### config.mk
export PLATFORM = sky130hd
export DESIGN_NAME = fetch_pc_stage
export DESIGN_NICKNAME = d
export VERILOG_FILES = /design/src/rtl/fetch_pc_stage_pkg.sv /design/src/rtl/next_pc_mux.sv /design/src/rtl/fetch_pc_stage.sv
export SDC_FILE = /design/constraint.sdc
export NUM_CORES = 1
export LEC_CHECK = 0
export BUFFER_PORTS_ARGS = -buffer_cell sky130_fd_sc_hd__buf_2
export CORE_UTILIZATION = 54
export DETAILED_ROUTE_END_ITERATION = 12
export PLACE_DENSITY = 0.86
export SKIP_CTS_REPAIR_TIMING = 1
export SLEW_MARGIN = 25
export SYNTH_ARGS = -nofsm -noshare
export SYNTH_HDL_FRONTEND = slang
export SYNTH_SLANG_ARGS = --single-unit
### constraint.sdc
create_clock -name clk -period 2.8 [get_ports clk]
set_input_delay 0.28 -clock clk [delete_from_list [all_inputs] [get_ports clk]]
set_output_delay 0.28 -clock clk [all_outputs]
set_load 0.02 [all_outputs]
### src/rtl/fetch_pc_stage_pkg.sv
// Shared core definitions for the fetch front end: widths, the flush NOP,
// the fetch FSM states and the IF/ID pipeline-register layout used by decode.
package fetch_pc_stage_pkg;

  localparam int          XLEN      = 32;
  localparam logic [31:0] NOP_INSTR = 32'h0000_0013;

  typedef enum logic [1:0] {
    IDLE = 2'd0,
    BUSY = 2'd1,
    KILL = 2'd2,
    HOLD = 2'd3
  } fetch_state_e;

  typedef struct packed {
    logic            valid;
    logic [XLEN-1:0] pc;
    logic [31:0]     instr;
  } ifid_t;

endpackage

### src/rtl/next_pc_mux.sv
// Next-PC select: sequential pc+4 (wrapping) or the word-aligned redirect target.
module next_pc_mux
  import fetch_pc_stage_pkg::*;
(
  input  logic [XLEN-1:0] pc_i,
  input  logic            redirect_i,
  input  logic [XLEN-1:0] redirect_pc_i,
  output logic [XLEN-1:0] target_o,
  output logic [XLEN-1:0] next_pc_o
);

  // Align the target and pick between it and the sequential address
  always_comb begin
    target_o = redirect_pc_i & {{(XLEN-2){1'b1}}, 2'b00};
    if (redirect_i) begin
      next_pc_o = target_o;
    end else begin
      next_pc_o = pc_i + {{(XLEN-3){1'b0}}, 3'd4};
    end
  end

endmodule

### src/rtl/fetch_pc_stage.sv
// Instruction-fetch stage: PC register, imem request handshake and IF/ID register,
// with stall, flush and redirect-while-outstanding (KILL) handling.
module fetch_pc_stage
  import fetch_pc_stage_pkg::*;
#(
  parameter logic [XLEN-1:0] RESET_PC = 32'h0000_0000
) (
  input  logic            clk,
  input  logic            rst,
  input  logic            stall_i,
  input  logic            redirect_i,
  input  logic [XLEN-1:0] redirect_pc_i,
  output logic            imem_req_o,
  output logic [XLEN-1:0] imem_addr_o,
  input  logic            imem_ready_i,
  input  logic [31:0]     imem_rdata_i,
  output logic            ifid_valid_o,
  output logic [XLEN-1:0] ifid_pc_o,
  output logic [31:0]     ifid_instr_o
);

  fetch_state_e    state_q, state_d;
  logic [XLEN-1:0] pc_q, pc_d;
  logic [XLEN-1:0] saved_pc_q, saved_pc_d;
  logic [31:0]     rsp_buf_q, rsp_buf_d;
  ifid_t           ifid_q, ifid_d;
  logic [XLEN-1:0] target_s;
  logic [XLEN-1:0] next_pc_s;

  next_pc_mux u_next_pc_mux (
    .pc_i          (pc_q),
    .redirect_i    (redirect_i),
    .redirect_pc_i (redirect_pc_i),
    .target_o      (target_s),
    .next_pc_o     (next_pc_s)
  );

  // Next-state, next-PC and IF/ID update for the fetch FSM
  always_comb begin
    state_d    = state_q;
    pc_d       = pc_q;
    saved_pc_d = saved_pc_q;
    rsp_buf_d  = rsp_buf_q;
    ifid_d     = ifid_q;
    imem_req_o = 1'b0;

    case (state_q)
      IDLE: begin
        imem_req_o = !stall_i && !redirect_i;
        if (redirect_i) begin
          pc_d         = next_pc_s;
          ifid_d.valid = 1'b0;
          ifid_d.instr = NOP_INSTR;
        end else if (stall_i) begin
          state_d = IDLE;
        end else if (imem_ready_i) begin
          ifid_d  = '{valid: 1'b1, pc: pc_q, instr: imem_rdata_i};
          pc_d    = next_pc_s;
        end else begin
          ifid_d.valid = 1'b0;
          state_d      = BUSY;
        end
      end
      BUSY: begin
        imem_req_o = 1'b1;
        if (redirect_i) begin
          saved_pc_d   = target_s;
          ifid_d.valid = 1'b0;
          ifid_d.instr = NOP_INSTR;
          // A response landing with the redirect is dropped; no need to wait in KILL
          if (imem_ready_i) begin
            pc_d    = target_s;
            state_d = IDLE;
          end else begin
            state_d = KILL;
          end
        end else if (imem_ready_i && !stall_i) begin
          ifid_d  = '{valid: 1'b1, pc: pc_q, instr: imem_rdata_i};
          pc_d    = next_pc_s;
          state_d = IDLE;
        end else if (imem_ready_i) begin
          rsp_buf_d = imem_rdata_i;
          state_d   = HOLD;
        end else if (!stall_i) begin
          ifid_d.valid = 1'b0;
        end else begin
          state_d = BUSY;
        end
      end
      KILL: begin
        imem_req_o = 1'b1;
        if (redirect_i) begin
          saved_pc_d = target_s;
        end else begin
          saved_pc_d = saved_pc_q;
        end
        if (imem_ready_i) begin
          pc_d    = redirect_i ? target_s : saved_pc_q;
          state_d = IDLE;
        end else begin
          state_d = KILL;
        end
      end
      HOLD: begin
        imem_req_o = 1'b0;
        if (redirect_i) begin
          pc_d         = target_s;
          ifid_d.valid = 1'b0;
          ifid_d.instr = NOP_INSTR;
          state_d      = IDLE;
        end else if (!stall_i) begin
          ifid_d  = '{valid: 1'b1, pc: pc_q, instr: rsp_buf_q};
          pc_d    = next_pc_s;
          state_d = IDLE;
        end else begin
          state_d = HOLD;
        end
      end
      default: begin
        state_d = IDLE;
      end
    endcase
  end

  // State and pipeline registers with synchronous reset
  always_ff @(posedge clk) begin
    if (rst) begin
      state_q      <= IDLE;
      pc_q         <= RESET_PC;
      saved_pc_q   <= {XLEN{1'b0}};
      rsp_buf_q    <= 32'h0000_0000;
      ifid_q.valid <= 1'b0;
      ifid_q.pc    <= {XLEN{1'b0}};
      ifid_q.instr <= NOP_INSTR;
    end else begin
      state_q    <= state_d;
      pc_q       <= pc_d;
      saved_pc_q <= saved_pc_d;
      rsp_buf_q  <= rsp_buf_d;
      ifid_q     <= ifid_d;
    end
  end

  assign imem_addr_o  = pc_q;
  assign ifid_valid_o = ifid_q.valid;
  assign ifid_pc_o    = ifid_q.pc;
  assign ifid_instr_o = ifid_q.instr;

endmodule

==> run metrics <==
number of global-route vias before repair 6473; slack of the critical path 0.2605 ns; maximum number of pins on one net before global-route repair 87; vertical extent of the die 119.4 microns; path class of the lowest-slack min-delay path in -> reg; Placeable Area 13350 sq um; outcome finished clean; part of the total power dissipated in the clock network 0.397; number of register bits inferred by synthesis 163; area added between synthesis and finish 17.95%; layout cell share with drive strength beyond 1 0.2263; top cells by area in the synthesized netlist sky130_fd_sc_hd__dfxtp_1, sky130_fd_sc_hd__nand2_1, sky130_fd_sc_hd__a21oi_1, sky130_fd_sc_hd__a221oi_1, sky130_fd_sc_hd__buf_4; full die area 14260 sq um; unrepaired setup endpoints after global routing false; clock-pin slew on the worst setup and hold paths 0.07 ns; vias post-DR 7305; kind of end point of the critical path flip-flop; via density per instance 5.877; FMAX 393.8 MHz; commonest non-fill, non-tap cell in the layout sky130_fd_sc_hd__nand2_1; Yosys warning count 0; cell area after placement 8180 sq um; violation count after the first detailed-routing iteration 879; net count after synthesis 1026; Worst Path Class, Setup reg -> reg; Setup-failing EPs final 0; VDD IR max 0.0004889 V; TritonCTS clock tree yes; Post-synth EDFFs 0; Starting Density 0.5577; Period minus WS final 2.539 ns; portion of netlist area occupied by mux cells 0.002857; wirelength, routed 20200 microns; average routed wire per standard cell 16.25 microns; crit path DAT 2.89 ns; Layout Skew 0.01079 ns; share of power burned in combinational logic 0.171; Congestion Overflow GR 0; count of port buffers added during placement 164; netlist area before placement 7445 sq um; final critical-path share of the clock period 0.9070; commonest non-fill, non-tap cells in the layout sky130_fd_sc_hd__nand2_1, sky130_fd_sc_hd__dfxtp_1, sky130_fd_sc_hd__buf_2, sky130_fd_sc_hd__a21oi_1, sky130_fd_sc_hd__nor2_1; required time at the worst-slack endpoint 3.16 ns; Worst-Margin Slew 0.9800 ns; post-detailed-placement half-perimeter wirelength 13330 microns; share of the yosys chip area belonging to registers 0.4383; Horiz. Die Dim 119.4 microns; total DRC errors in the routed layout 0; ANT nets after route 0; max-slew violation count 0; Internal Pwr Total 0.004156 W; largest family of logic cells by synthesized area compound AO/OA/AOI/OAI gates; NumNets Final 1127; routability congestion estimate 0.8709; total of fill cells in the finished design 1134; number of CTS-inserted buffers 17; Max transition margin 0.3442; biggest fanout along the worst timing path 13; post-synthesis adder-cell area fraction 0.01008; final std cell area, no fill 8781 sq um; switching power as a share of total power 0.3003; critical path launch point type flip-flop; number of antenna violations at the first check in global routing 3; Mean Syn Cell Area 7.828 sq um; P_sw 0.001784 W; total routing usage reported by global routing 0.2832; latest clock arrival within the worst-skew pair 0.44 ns; pwr/cell area 676.4 nW/um^2; compound-gate portion of the synthesized area 0.2388; TritonCTS Sinks 163; count of pins on the block boundary 167; fraction of registers with async set or reset after synthesis 0; number of core rows 42; total iterations of the first detailed-routing run 5; CTS H-tree lvls 4; library cells used by synthesis 61; Max Cap Viol 0; flop2flop setup slack 0.26 ns; endpoints failing hold 0; cell count after synthesis 951; area fraction of the dominant cell type after synthesis 0.4383; maximum clock path buffer count 2; leakage power summed over all cells 3.497 nW; sequential power share 0.432; Synth Area in Simple Gates 0.2193; clock root cell sky130_fd_sc_hd__clkbuf_16; top cell type by total area after synthesis sky130_fd_sc_hd__dfxtp_1; Multi-input gate area 3578 sq um; first-pass GRT wire length 32000 microns; Final TNS setup 0 ns; xor/xnor cell area share of the yosys netlist 0.005882; utilization of the core after routing 0.6579; Place WS 0.3434 ns; Seq. cell area 3263 sq um; commonest register cell after synthesis sky130_fd_sc_hd__dfxtp_1; final hold slack 0.08471 ns
==> metrics by stage <==
step | std cells | total power, W
final | 1243 | 0.005939
after detailed placement | 1209 | 0.003613
after floorplan | 951 | 0.003312
after global placement | 1209 | 0.003592
after global routing | 1242 | 0.006169
after CTS | 1241 | 0.005945
==> power by group through the flow <==
stage | logic [W] | clock network (W) | registers, W
4_1_cts | 0.00101 | 0.00238 | 0.00256
5_1_grt | 0.00110 | 0.00248 | 0.00258
2_1_floorplan | 0.000647 | 0 | 0.00267
3_3_place_gp | 0.000983 | 0 | 0.00261
3_5_place_dp | 0.000998 | 0 | 0.00261
6_report | 0.00101 | 0.00236 | 0.00257
==> state kept, by name, indices dropped and copies added (netlist names) <==
register,cells
imem_addr_o,32
state_q,2
saved_pc_q,32
ifid_valid_o,1
ifid_pc_o,32
rsp_buf_q,32
ifid_instr_o,32
==> metal layers <==
layer  up-vias  wire, microns  track usage
li1       3551              -            -
met1      3368           8490       0.3560
met2       346           9361       0.4466
met3        38           1898      0.09483
met4         2            438       0.1109
met5         -             13            0
==> final timing paths <==
kind         cells after the start              from         endpoint
max                              9        state_q[0]  imem_addr_o[22]
min                              3  imem_rdata_i[11]    rsp_buf_q[11]
max reg2reg                      9        state_q[0]  imem_addr_o[22]
min reg2reg                      2      ifid_pc_o[9]     ifid_pc_o[9]
==> area by class of cell <==
| type | instances | share of cell area |
|---|---|---|
| Multi-Input combinational cell | 658 | 0.4075 |
| Sequential cell | 163 | 0.3716 |
| Timing Repair Buffer | 195 | 0.1203 |
| Clock buffer | 18 | 0.04887 |
| Tap cell | 176 | 0.02508 |
| Clock inverter | 14 | 0.01881 |
| Inverter | 17 | 0.007267 |
| Antenna cell | 2 | 0.0005700 |
==> worst max-delay path, cell delays in order, from the launching register on <==
cell	delay [ns]
sky130_fd_sc_hd__dfxtp_1	0.33
sky130_fd_sc_hd__inv_1	0.13
sky130_fd_sc_hd__ha_1	0.26
sky130_fd_sc_hd__buf_4	0.17
sky130_fd_sc_hd__nor3_2	0.08
sky130_fd_sc_hd__nor2_1	0.76
sky130_fd_sc_hd__buf_4	0.32
sky130_fd_sc_hd__nand4_1	0.10
sky130_fd_sc_hd__a21o_1	0.20
sky130_fd_sc_hd__a21oi_1	0.10
==> synthesized netlist by cell type (4+ instances only) <==
cell type,n
sky130_fd_sc_hd__nand2_1,214
sky130_fd_sc_hd__dfxtp_1,163
sky130_fd_sc_hd__a21oi_1,133
sky130_fd_sc_hd__clkbuf_1,62
sky130_fd_sc_hd__nor2_1,53
sky130_fd_sc_hd__nor3_1,40
sky130_fd_sc_hd__a221oi_1,39
sky130_fd_sc_hd__buf_4,32
sky130_fd_sc_hd__o21ai_0,23
sky130_fd_sc_hd__buf_2,18
sky130_fd_sc_hd__inv_1,16
sky130_fd_sc_hd__a22oi_1,12
sky130_fd_sc_hd__nand3_1,11
sky130_fd_sc_hd__o32ai_1,10
sky130_fd_sc_hd__a21o_1,9
sky130_fd_sc_hd__nand4_1,9
sky130_fd_sc_hd__and3_1,7
sky130_fd_sc_hd__o31a_1,7
sky130_fd_sc_hd__a22o_1,6
sky130_fd_sc_hd__ha_1,6
sky130_fd_sc_hd__nor4_1,5
sky130_fd_sc_hd__o211ai_1,5
sky130_fd_sc_hd__or3_1,5
sky130_fd_sc_hd__and2_1,4
sky130_fd_sc_hd__nor2b_1,4
==> logic make-up (layout without fill, tap and decap cells) <==
logic type | count (synthesis) | count (layout)
buffers and inverters | 130 | 244
multiplexers | 2 | 2
AND/OR/NAND/NOR | 371 | 371
adder cells (fa/ha/maj) | 6 | 6
XOR/XNOR | 5 | 5
other | 0 | 2
AO/OA/AOI/OAI | 274 | 274
flip-flops | 163 | 163
Power figures use the tool's default switching activity.
